## config.mk

```make
export PLATFORM = sky130hd
export DESIGN_NAME = dac_update_arbiter
export DESIGN_NICKNAME = d
export VERILOG_FILES = /design/src/rtl/dac_ctrl_pkg.sv /design/src/rtl/dac_rr_arbiter.sv /design/src/rtl/dac_update_arbiter.sv
export SDC_FILE = /design/constraint.sdc
export NUM_CORES = 1
export LEC_CHECK = 0
export CAP_MARGIN = 20
export CORE_AREA = 2 2 88 90
export DETAILED_ROUTE_END_ITERATION = 12
export DIE_AREA = 0 0 90 92
export PLACE_DENSITY_LB_ADDON = 0.3
export SETUP_SLACK_MARGIN = 0.5
export SLEW_MARGIN = 40
export SYNTH_ARGS = -nofsm -noshare
export SYNTH_HDL_FRONTEND = slang
export SYNTH_SLANG_ARGS = --single-unit
```

## constraint.sdc

```tcl
create_clock -name clk25 -period 2 [get_ports clk25]
set_input_delay 0.4 -clock clk25 [delete_from_list [all_inputs] [get_ports clk25]]
set_output_delay 0.4 -clock clk25 [all_outputs]
set_load 0.05 [all_outputs]
```

## src/rtl/dac_ctrl_pkg.sv

```systemverilog
// Shared state encoding, LTC2604 command codes and default timing for the DAC update path.
package dac_ctrl_pkg;

  typedef enum logic [2:0] {
    IDLE,
    ISSUE,
    WAIT_CS_LOW,
    WAIT_CS_HIGH,
    GAP
  } dac_state_t;

  localparam logic [3:0] LTC_CMD_WRITE        = 4'b0000;
  localparam logic [3:0] LTC_CMD_UPDATE       = 4'b0001;
  localparam logic [3:0] LTC_CMD_WRITE_UPDATE = 4'b0011;
  localparam logic [3:0] LTC_CMD_POWER_DOWN   = 4'b0100;

  localparam int DEF_GAP_CYCLES     = 2;
  localparam int DEF_TIMEOUT_CYCLES = 48;

  function automatic int idx_width(input int n);
    return (n > 1) ? $clog2(n) : 1;
  endfunction

endpackage

```

## src/rtl/dac_rr_arbiter.sv

```systemverilog
// Round-robin pick: first requester found searching upward from last_grant+1, wrapping at N_REQ.
module dac_rr_arbiter
  import dac_ctrl_pkg::*;
#(
  parameter int N_REQ = 4,
  parameter int IDX_W = idx_width(N_REQ)
) (
  input  logic [N_REQ-1:0] req,
  input  logic [IDX_W-1:0] last_grant,
  output logic [IDX_W-1:0] grant,
  output logic             valid
);

  logic [IDX_W-1:0] cand_idx [N_REQ];
  logic [N_REQ-1:0] cand_req;

  genvar gi;
  generate
    for (gi = 0; gi < N_REQ; gi++) begin : g_cand
      logic [IDX_W:0] sum;
      assign sum = {1'b0, last_grant} + (IDX_W+1)'(gi + 1);
      assign cand_idx[gi] = (sum >= (IDX_W+1)'(N_REQ)) ?
                            IDX_W'(sum - (IDX_W+1)'(N_REQ)) : sum[IDX_W-1:0];
      assign cand_req[gi] = req[cand_idx[gi]];
    end
  endgenerate

  // Scan from the farthest candidate down so the nearest one wins.
  always_comb begin
    grant = last_grant;
    valid = 1'b0;
    for (int k = N_REQ - 1; k >= 0; k--) begin
      if (cand_req[k]) begin
        grant = cand_idx[k];
        valid = 1'b1;
      end
    end
  end

endmodule

```

## src/rtl/dac_update_arbiter.sv

```systemverilog
// Arbitrates DAC update requests onto one SPI engine; one transfer at a time with a
// guard gap and a chip-select watchdog.
module dac_update_arbiter
  import dac_ctrl_pkg::*;
#(
  parameter int         N_REQ          = 4,
  parameter logic [3:0] DAC_CMD        = LTC_CMD_WRITE_UPDATE,
  parameter int         GAP_CYCLES     = DEF_GAP_CYCLES,
  parameter int         TIMEOUT_CYCLES = DEF_TIMEOUT_CYCLES
) (
  input  logic                 clk25,
  input  logic                 reset_n,
  input  logic [N_REQ-1:0]     req,
  input  logic [16*N_REQ-1:0]  req_value,
  input  logic [4*N_REQ-1:0]   req_addr,
  output logic [N_REQ-1:0]     ack,
  output logic                 err,
  output logic                 busy,
  output logic                 err_sticky,
  input  logic                 err_clr,
  output logic                 spi_tx_data,
  output logic [15:0]          spi_value,
  output logic [3:0]           spi_cmd,
  output logic [3:0]           spi_addr,
  input  logic                 spi_cs
);

  localparam int IDX_W = idx_width(N_REQ);

  dac_state_t       state_reg, state_next;
  logic [IDX_W-1:0] last_grant_reg, last_grant_next;
  logic [IDX_W-1:0] grant_reg, grant_next;
  logic [15:0]      value_reg, value_next;
  logic [3:0]       addr_reg, addr_next;
  logic [3:0]       cmd_reg, cmd_next;
  logic             tx_reg, tx_next;
  logic [N_REQ-1:0] ack_reg, ack_next;
  logic             err_reg, err_next;
  logic             sticky_reg, sticky_next;
  logic [5:0]       tmo_cnt_reg, tmo_cnt_next;
  logic [3:0]       gap_cnt_reg, gap_cnt_next;
  logic             tmo_hit;

  logic [IDX_W-1:0] arb_grant;
  logic             arb_valid;
  logic [15:0]      value_slot [N_REQ];
  logic [3:0]       addr_slot  [N_REQ];
  logic [N_REQ-1:0] grant_onehot;

  genvar gi;
  generate
    for (gi = 0; gi < N_REQ; gi++) begin : g_slot
      assign value_slot[gi]   = req_value[16*gi +: 16];
      assign addr_slot[gi]    = req_addr[4*gi +: 4];
      assign grant_onehot[gi] = (grant_reg == IDX_W'(gi));
    end
  endgenerate

  dac_rr_arbiter #(.N_REQ(N_REQ), .IDX_W(IDX_W)) u_rr (
    .req        (req),
    .last_grant (last_grant_reg),
    .grant      (arb_grant),
    .valid      (arb_valid)
  );

  always_comb begin
    state_next      = state_reg;
    last_grant_next = last_grant_reg;
    grant_next      = grant_reg;
    value_next      = value_reg;
    addr_next       = addr_reg;
    cmd_next        = cmd_reg;
    tx_next         = tx_reg;
    ack_next        = '0;
    err_next        = 1'b0;
    tmo_cnt_next    = tmo_cnt_reg;
    gap_cnt_next    = gap_cnt_reg;
    tmo_hit         = (tmo_cnt_reg == 6'(TIMEOUT_CYCLES - 1));

    case (state_reg)
      IDLE: begin
        if (arb_valid) begin
          state_next      = ISSUE;
          grant_next      = arb_grant;
          last_grant_next = arb_grant;
          value_next      = value_slot[arb_grant];
          addr_next       = addr_slot[arb_grant];
          cmd_next        = DAC_CMD;
          tx_next         = 1'b1;
          tmo_cnt_next    = '0;
        end
      end
      ISSUE, WAIT_CS_LOW, WAIT_CS_HIGH: begin
        tmo_cnt_next = tmo_cnt_reg + 6'd1;
        // A completion seen on the watchdog's last cycle still counts as a success.
        if (state_reg == WAIT_CS_HIGH && spi_cs) begin
          ack_next     = grant_onehot;
          state_next   = GAP;
          gap_cnt_next = '0;
        end else if (tmo_hit) begin
          ack_next     = grant_onehot;
          err_next     = 1'b1;
          tx_next      = 1'b0;
          state_next   = GAP;
          gap_cnt_next = '0;
        end else if (state_reg == ISSUE) begin
          state_next = WAIT_CS_LOW;
        end else if (state_reg == WAIT_CS_LOW && !spi_cs) begin
          tx_next    = 1'b0;
          state_next = WAIT_CS_HIGH;
        end
      end
      GAP: begin
        if (gap_cnt_reg == 4'(GAP_CYCLES - 1)) begin
          state_next = IDLE;
        end else begin
          gap_cnt_next = gap_cnt_reg + 4'd1;
        end
      end
      default: state_next = IDLE;
    endcase

    sticky_next = err_next | (sticky_reg & ~err_clr);
  end

  always_ff @(posedge clk25 or negedge reset_n) begin
    if (!reset_n) begin
      state_reg      <= IDLE;
      last_grant_reg <= IDX_W'(N_REQ - 1);
      grant_reg      <= '0;
      value_reg      <= '0;
      addr_reg       <= '0;
      cmd_reg        <= DAC_CMD;
      tx_reg         <= 1'b0;
      ack_reg        <= '0;
      err_reg        <= 1'b0;
      sticky_reg     <= 1'b0;
      tmo_cnt_reg    <= '0;
      gap_cnt_reg    <= '0;
    end else begin
      state_reg      <= state_next;
      last_grant_reg <= last_grant_next;
      grant_reg      <= grant_next;
      value_reg      <= value_next;
      addr_reg       <= addr_next;
      cmd_reg        <= cmd_next;
      tx_reg         <= tx_next;
      ack_reg        <= ack_next;
      err_reg        <= err_next;
      sticky_reg     <= sticky_next;
      tmo_cnt_reg    <= tmo_cnt_next;
      gap_cnt_reg    <= gap_cnt_next;
    end
  end

  assign busy        = (state_reg != IDLE);
  assign ack         = ack_reg;
  assign err         = err_reg;
  assign err_sticky  = sticky_reg;
  assign spi_tx_data = tx_reg;
  assign spi_value   = value_reg;
  assign spi_cmd     = cmd_reg;
  assign spi_addr    = addr_reg;

endmodule

```

==> results of run 1 <==
-- timing repair --
action | 4_1_cts | 5_1_grt
pin swaps | 18 | 14
gates resized for setup | 122 | 22
setup endpoints to repair | 68 | 41
setup buffers | 15 | 9
-- stage by stage --
| stage | std cells | instance area, sq um | TNS [ns] | utilization |
|---|---|---|---|---|
| 2_1_floorplan | 278 | 2798 | 0 | - |
| 3_3_place_gp | 493 | 4134 | -6.757 | 0.5551 |
| 3_5_place_dp | 493 | 4134 | -7.607 | 0.5551 |
| 4_1_cts | 516 | 4479 | 0 | 0.6015 |
| 5_1_grt | 525 | 4612 | -1.446 | 0.6193 |
| 6_report | 525 | 4612 | 0 | 0.6193 |
-- final cells by class --
type	count	area, sq um
fill	635	2835
multi-input combinational	201	1639
timing repair buffer	164	1625
sequential	44	1105
tap	102	127.6
clock buffer	8	90.09
inverter	6	25.02
-- power by group through the flow --
stage / logic [W] / registers [W] / clock network (W)
finish: 0.00414 / 0.00160 / 0.000593
global placement: 0.00357 / 0.00157 / 0
floorplan: 0.00183 / 0.00222 / 0
detailed placement: 0.00365 / 0.00156 / 0
global route: 0.00437 / 0.00164 / 0.000636
CTS: 0.00392 / 0.00158 / 0.000599
-- critical path, cell delays in order (launching register included) --
cell     delay, ns
dfstp_2       0.59
nand2_2       0.07
and3_4        0.18
nor3_4        0.23
buf_6         0.21
mux2_4        0.31
a221o_1       0.29
-- synth_stat cells (3+ instances only) --
cell type / instances / area share
a21o_1: 3 / 0.0084
a21oi_1: 25 / 0.047
a221o_1: 20 / 0.075
buf_2: 3 / 0.0056
buf_4: 5 / 0.014
buf_6: 4 / 0.017
clkbuf_1: 15 / 0.021
dfrtp_1: 42 / 0.39
ha_1: 3 / 0.014
inv_1: 6 / 0.0084
mux2_1: 20 / 0.084
nand2_1: 16 / 0.022
nand2b_1: 3 / 0.0070
nand3_1: 5 / 0.0093
nand4_1: 21 / 0.049
nor2_1: 16 / 0.022
o21ai_0: 3 / 0.0056
o21ai_1: 10 / 0.019
o31ai_1: 20 / 0.056
or2_2: 3 / 0.0070
-- logic make-up after synthesis --
| kind of cell | synth area share |
|---|---|
| and+or+nand+nor | 0.1728 |
| AOI/OAI and AO/OA | 0.2403 |
| buffers and inverters | 0.06567 |
| DFF | 0.4108 |
| adders and majority gates | 0.01397 |
| muxes | 0.08384 |
| other | 0.002796 |
| xor gates and xnor gates | 0.009783 |
-- path summary, 6_finish.rpt --
check | slack [ns] | depth (start not counted) | from | to
worst max-delay path | 0.0008 | 6 | last_grant_reg[0] | spi_value[0]
worst min-delay path | 0.06 | 1 | reset_n | state_reg[0]
worst max register to register | 0.0008 | 6 | last_grant_reg[0] | spi_value[0]
worst min register to register | 0.52 | 1 | spi_addr[0] | spi_addr[0]
max in group asynchronous | 1.35 | 2 | reset_n | last_grant_reg[0]
min in group clk25 | 0.52 | 1 | spi_addr[0] | spi_addr[0]
-- cell usage in the layout (no fill, tap or decap), types with 8 or more instances in the layout --
cell,instances
clkdlybuf4s50_1,82
nand4_1,21
a21oi_1,22
mux2_4,20
clkdlybuf4s15_2,25
nand2_1,10
buf_4,33
nor2_1,13
o31ai_1,20
o21ai_1,8
buf_6,16
a221o_1,20
dfrtp_1,41
-- per-layer routing --
layer | global-route usage | vias up | part of all wire
li1 | - | 1337 | -
met1 | 0.2286 | 1364 | 0.39
met2 | 0.3496 | 122 | 0.53
met3 | 0.05588 | 17 | 0.065
met4 | 0.07179 | 0 | 0.018
met5 | 0 | - | 0
==> flow_summary.json, run 1 <==
{
  "fin_nets": 513,
  "hold_class": "in2async",
  "status": "complete, no violations",
  "place_congestion": 0.8598,
  "syn_inst": 276,
  "crit_path_start_kind": "flop",
  "syn-cell-area_sq_mm": 0.002686,
  "vdd_drop_max_mv": 0.8300,
  "vias_per_cell": 5.410,
  "worst-setup-path-type": "reg2reg",
  "comb_power_share": 0.654,
  "required_ns": 2.19,
  "path_clk_slew_ns": 0.08,
  "end_kind": "flop",
  "finalMaxSlewViolations": 0,
  "cts_tree": "done",
  "swShare": 0.4593,
  "yosysWarnings": 0,
  "antennaDiodeCount": 0,
  "p_seq_frac": 0.252,
  "finalCriticalPeriod_ns": 1.999,
  "vias": 2840,
  "dp_slack_ns": -0.3630,
  "place.detailed.hpwl_microns": 6050,
  "grt_pass1_vias": 2840,
  "power_w": 0.006332,
  "p_clk_frac": 0.094,
  "power.density_mw_per_mm2": 1373,
  "dr.first_iter.drc_count": 76,
  "ios": 120,
  "wl_per_cell_microns": 16.64,
  "hold_buffers": 0,
  "synth_seq_cells": 44,
  "finClkSkew_ns": 0.004550,
  "core_area_sq_mm": 0.007447,
  "post-route-period-util": 0.9996,
  "setup_ws_ns": 0.0007814,
  "cell_internal_pwr_w": 0.003424,
  "root_buffer": "clkbuf_8",
  "layout-drive-gt1-share": 0.3570,
  "track_usage": 0.1977,
  "clock_latency_ns": 0.30,
  "worst_slew_margin_rel": 0.6554,
  "power.switching_w": 0.002908,
  "fmax_mhz": 500.2,
  "syn_to_final_growth_pct": 71.68,
  "drv_cap": 0,
  "antenna_found_initial": 0,
  "p_leak_nw": 1.965,
  "yosys_most_used_dff": "dfrtp_1",
  "crit_fanout": 9,
  "syn_area_per_cell_sq_um": 9.733,
  "wl_microns": 8735,
  "io_buffers": 115,
  "clk_path_buf_depth": 2,
  "finalHoldViolations": 0,
  "cts_buffers": 5,
  "num_rows": 32,
  "rsz0062_at_grt": "yes",
  "grt_start_max_net_pins": 25,
  "cts_max_level": 2,
  "die_w_microns": 90,
  "synth_edf_count": 0,
  "yosysSeqAreaShare": 0.4108,
  "tightest_slew_ns": 0.5169,
  "hold_ws_ns": 0.06298,
  "gr-total-overflow": 0,
  "synth-async-reset-ratio": 1.000,
  "antenna_left": 0,
  "largest_register_ff_count": 16,
  "cts_sinks": 44,
  "initial_core_util": 0.3607,
  "setup_viol": 0,
  "die_h_microns": 92,
  "drc": 0,
  "arrival_ns": 2.19,
  "dieArea_sq_mm": 0.008280,
  "grt_pass1_wl_microns": 13230,
  "dr.pass1.iters": 4,
  "yosysUniqueCellTypes": 46
}
Note: power is estimated with default switching activity, not from simulation.
==> inputs of run 2 (changes only) <==
- REMOVE_ABC_BUFFERS: not set -> 1
==> run 2 against run 1 <==
Against the previous run:
- the flow now finishes with violations (setup timing)
- critical path depth up 1
- via count is 0.60% higher
- clock skew is 0.0039 ns higher
- setup slack worse by 0.052 ns
- critical path type unchanged
- fmax is 2.6% lower
- flip-flop and latch count unchanged
- clock power shrank 2%
- largest cell class is now non-clock buffers
- highest routed layer unchanged
- register-to-register slack lost 0.05 ns
==> flow_summary.json, run 2 (same netlist as run 1, synthesis figures left out) <==
{
  "status": "finished, violations left",
  "violations": "setup timing",
  "cts_sinks": 44,
  "finalCriticalPeriod_ns": 2.052,
  "grt_pass1_vias": 3031,
  "wl_per_cell_microns": 17.09,
  "hold_ws_ns": 0.05944,
  "final_core_util": 0.6378,
  "drv_cap": 0,
  "core_area_sq_mm": 0.007447,
  "fin_nets": 518,
  "worst-setup-path-type": "reg2reg",
  "final_cell_mix": "clkdlybuf4s50_1 (82), dfrtp_1 (39), buf_4 (34), clkdlybuf4s15_2 (24)",
  "vias": 2857,
  "grt_pass1_wl_microns": 14350,
  "mostFrequentLayoutCell": "clkdlybuf4s50_1",
  "rsz0062_at_grt": "yes",
  "largest_register_ff_count": 16,
  "drc": 0,
  "hold_class": "in2async",
  "wl_microns": 9057,
  "hold_buffers": 0,
  "crit_fanout": 8,
  "num_rows": 32,
  "die_w_microns": 90,
  "ios": 120,
  "place_congestion": 0.8171,
  "dr.pass1.iters": 4,
  "post-route-period-util": 1.026,
  "arrival_ns": 2.24,
  "track_usage": 0.2176,
  "fillCellCount": 604,
  "crit_path_start_kind": "flop",
  "place.detailed.hpwl_microns": 5804,
  "antennaDiodeCount": 0,
  "power_w": 0.006606,
  "vias_per_cell": 5.391,
  "required_ns": 2.19,
  "setup_viol": 20,
  "register_area_sq_mm": 0.001107,
  "power.density_mw_per_mm2": 1391,
  "finalHoldViolations": 0,
  "multi_input_area_sq_mm": 0.001670,
  "layout-drive-gt1-share": 0.3785,
  "io_buffers": 115,
  "clk_path_buf_depth": 2,
  "cts_tree": "done",
  "dieArea_sq_mm": 0.008280,
  "antenna_found_initial": 0,
  "clock_latency_ns": 0.31,
  "die_h_microns": 92,
  "fmax_mhz": 487.4,
  "syn_to_final_growth_pct": 76.81,
  "dr.first_iter.drc_count": 119,
  "grt_start_max_net_pins": 45,
  "initial_core_util": 0.3607,
  "path_clk_slew_ns": 0.09,
  "p_leak_nw": 2.015,
  "finalMaxSlewViolations": 0,
  "setup_ws_ns": -0.05158,
  "finClkSkew_ns": 0.008464,
  "cts_buffers": 5,
  "root_buffer": "clkbuf_8",
  "vdd_drop_max_mv": 0.6274,
  "end_kind": "flop",
  "dpl.cell_count": 494,
  "fin_cells": 530,
  "cts_max_level": 2,
  "final.setup.tns_ns": -0.6962,
  "gr-total-overflow": 0,
  "antenna_left": 0
}
[run 2: cell type report]
cell class	instances	area share
flip-flops and latches	44	0.2331
clock buffers	5	0.01449
inverters	6	0.005269
repair buffers	169	0.3635
multi-input cells	201	0.3517
clock inverters	3	0.005005
well taps	102	0.02687
[run 2: timing repair]
| item | CTS | global route |
|---|---|---|
| cloned | 1 | 0 |
| endpoints found under the setup margin | 68 | 44 |
| setup buffers | 19 | 8 |
| endpoints found under the hold margin | 0 | 0 |
| resized for setup | 160 | 19 |
| pin swaps | 44 | 17 |
[run 2: power by group]
group | leakage (nW) | internal [W] | total (W) | switching, W
clock network | 0.0404 | 0.000248 | 0.000583 | 0.000335
registers | 0.556 | 0.00126 | 0.00158 | 0.000324
logic | 1.42 | 0.00207 | 0.00444 | 0.00237
[run 2: worst paths after layout]
kind                       cells after the start              start                end  slack (ns)
min reg2reg                                    1     tmo_cnt_reg[5]     tmo_cnt_reg[5]        0.50
min                                            2            reset_n       state_reg[2]        0.06
max                                            7  last_grant_reg[0]       spi_value[8]       -0.05
max in group asynchronous                      2            reset_n  last_grant_reg[1]        1.67
min in group clk25                             1     tmo_cnt_reg[5]     tmo_cnt_reg[5]        0.50
max reg2reg                                    7  last_grant_reg[0]       spi_value[8]       -0.05
[run 2: metal layers]
metal / GRT usage / vias to the layer above / part of all wire
met1: 0.2382 / 1377 / 0.39
met5: 0 / - / 0
met2: 0.3997 / 118 / 0.52
met3: 0.06327 / 17 / 0.073
met4: 0.07821 / 0 / 0.022
li1: - / 1345 / -
[run 2: critical path: stages (launching register included)]
cell and delay, ns:
dfstp_2 0.60, nand2_2 0.07, and3_4 0.16, nor3_4 0.23, buf_6 0.14, buf_12 0.14, mux2_4 0.30, a221o_1 0.29
[run 2: metrics by stage]
step	worst slack, ns	area (sq um)
floorplan	-0.3557	2540
global placement	-0.3391	4091
detailed placement	-0.3958	4091
CTS	-0.001575	4619
global route	-0.1141	4750
finish	-0.05158	4750
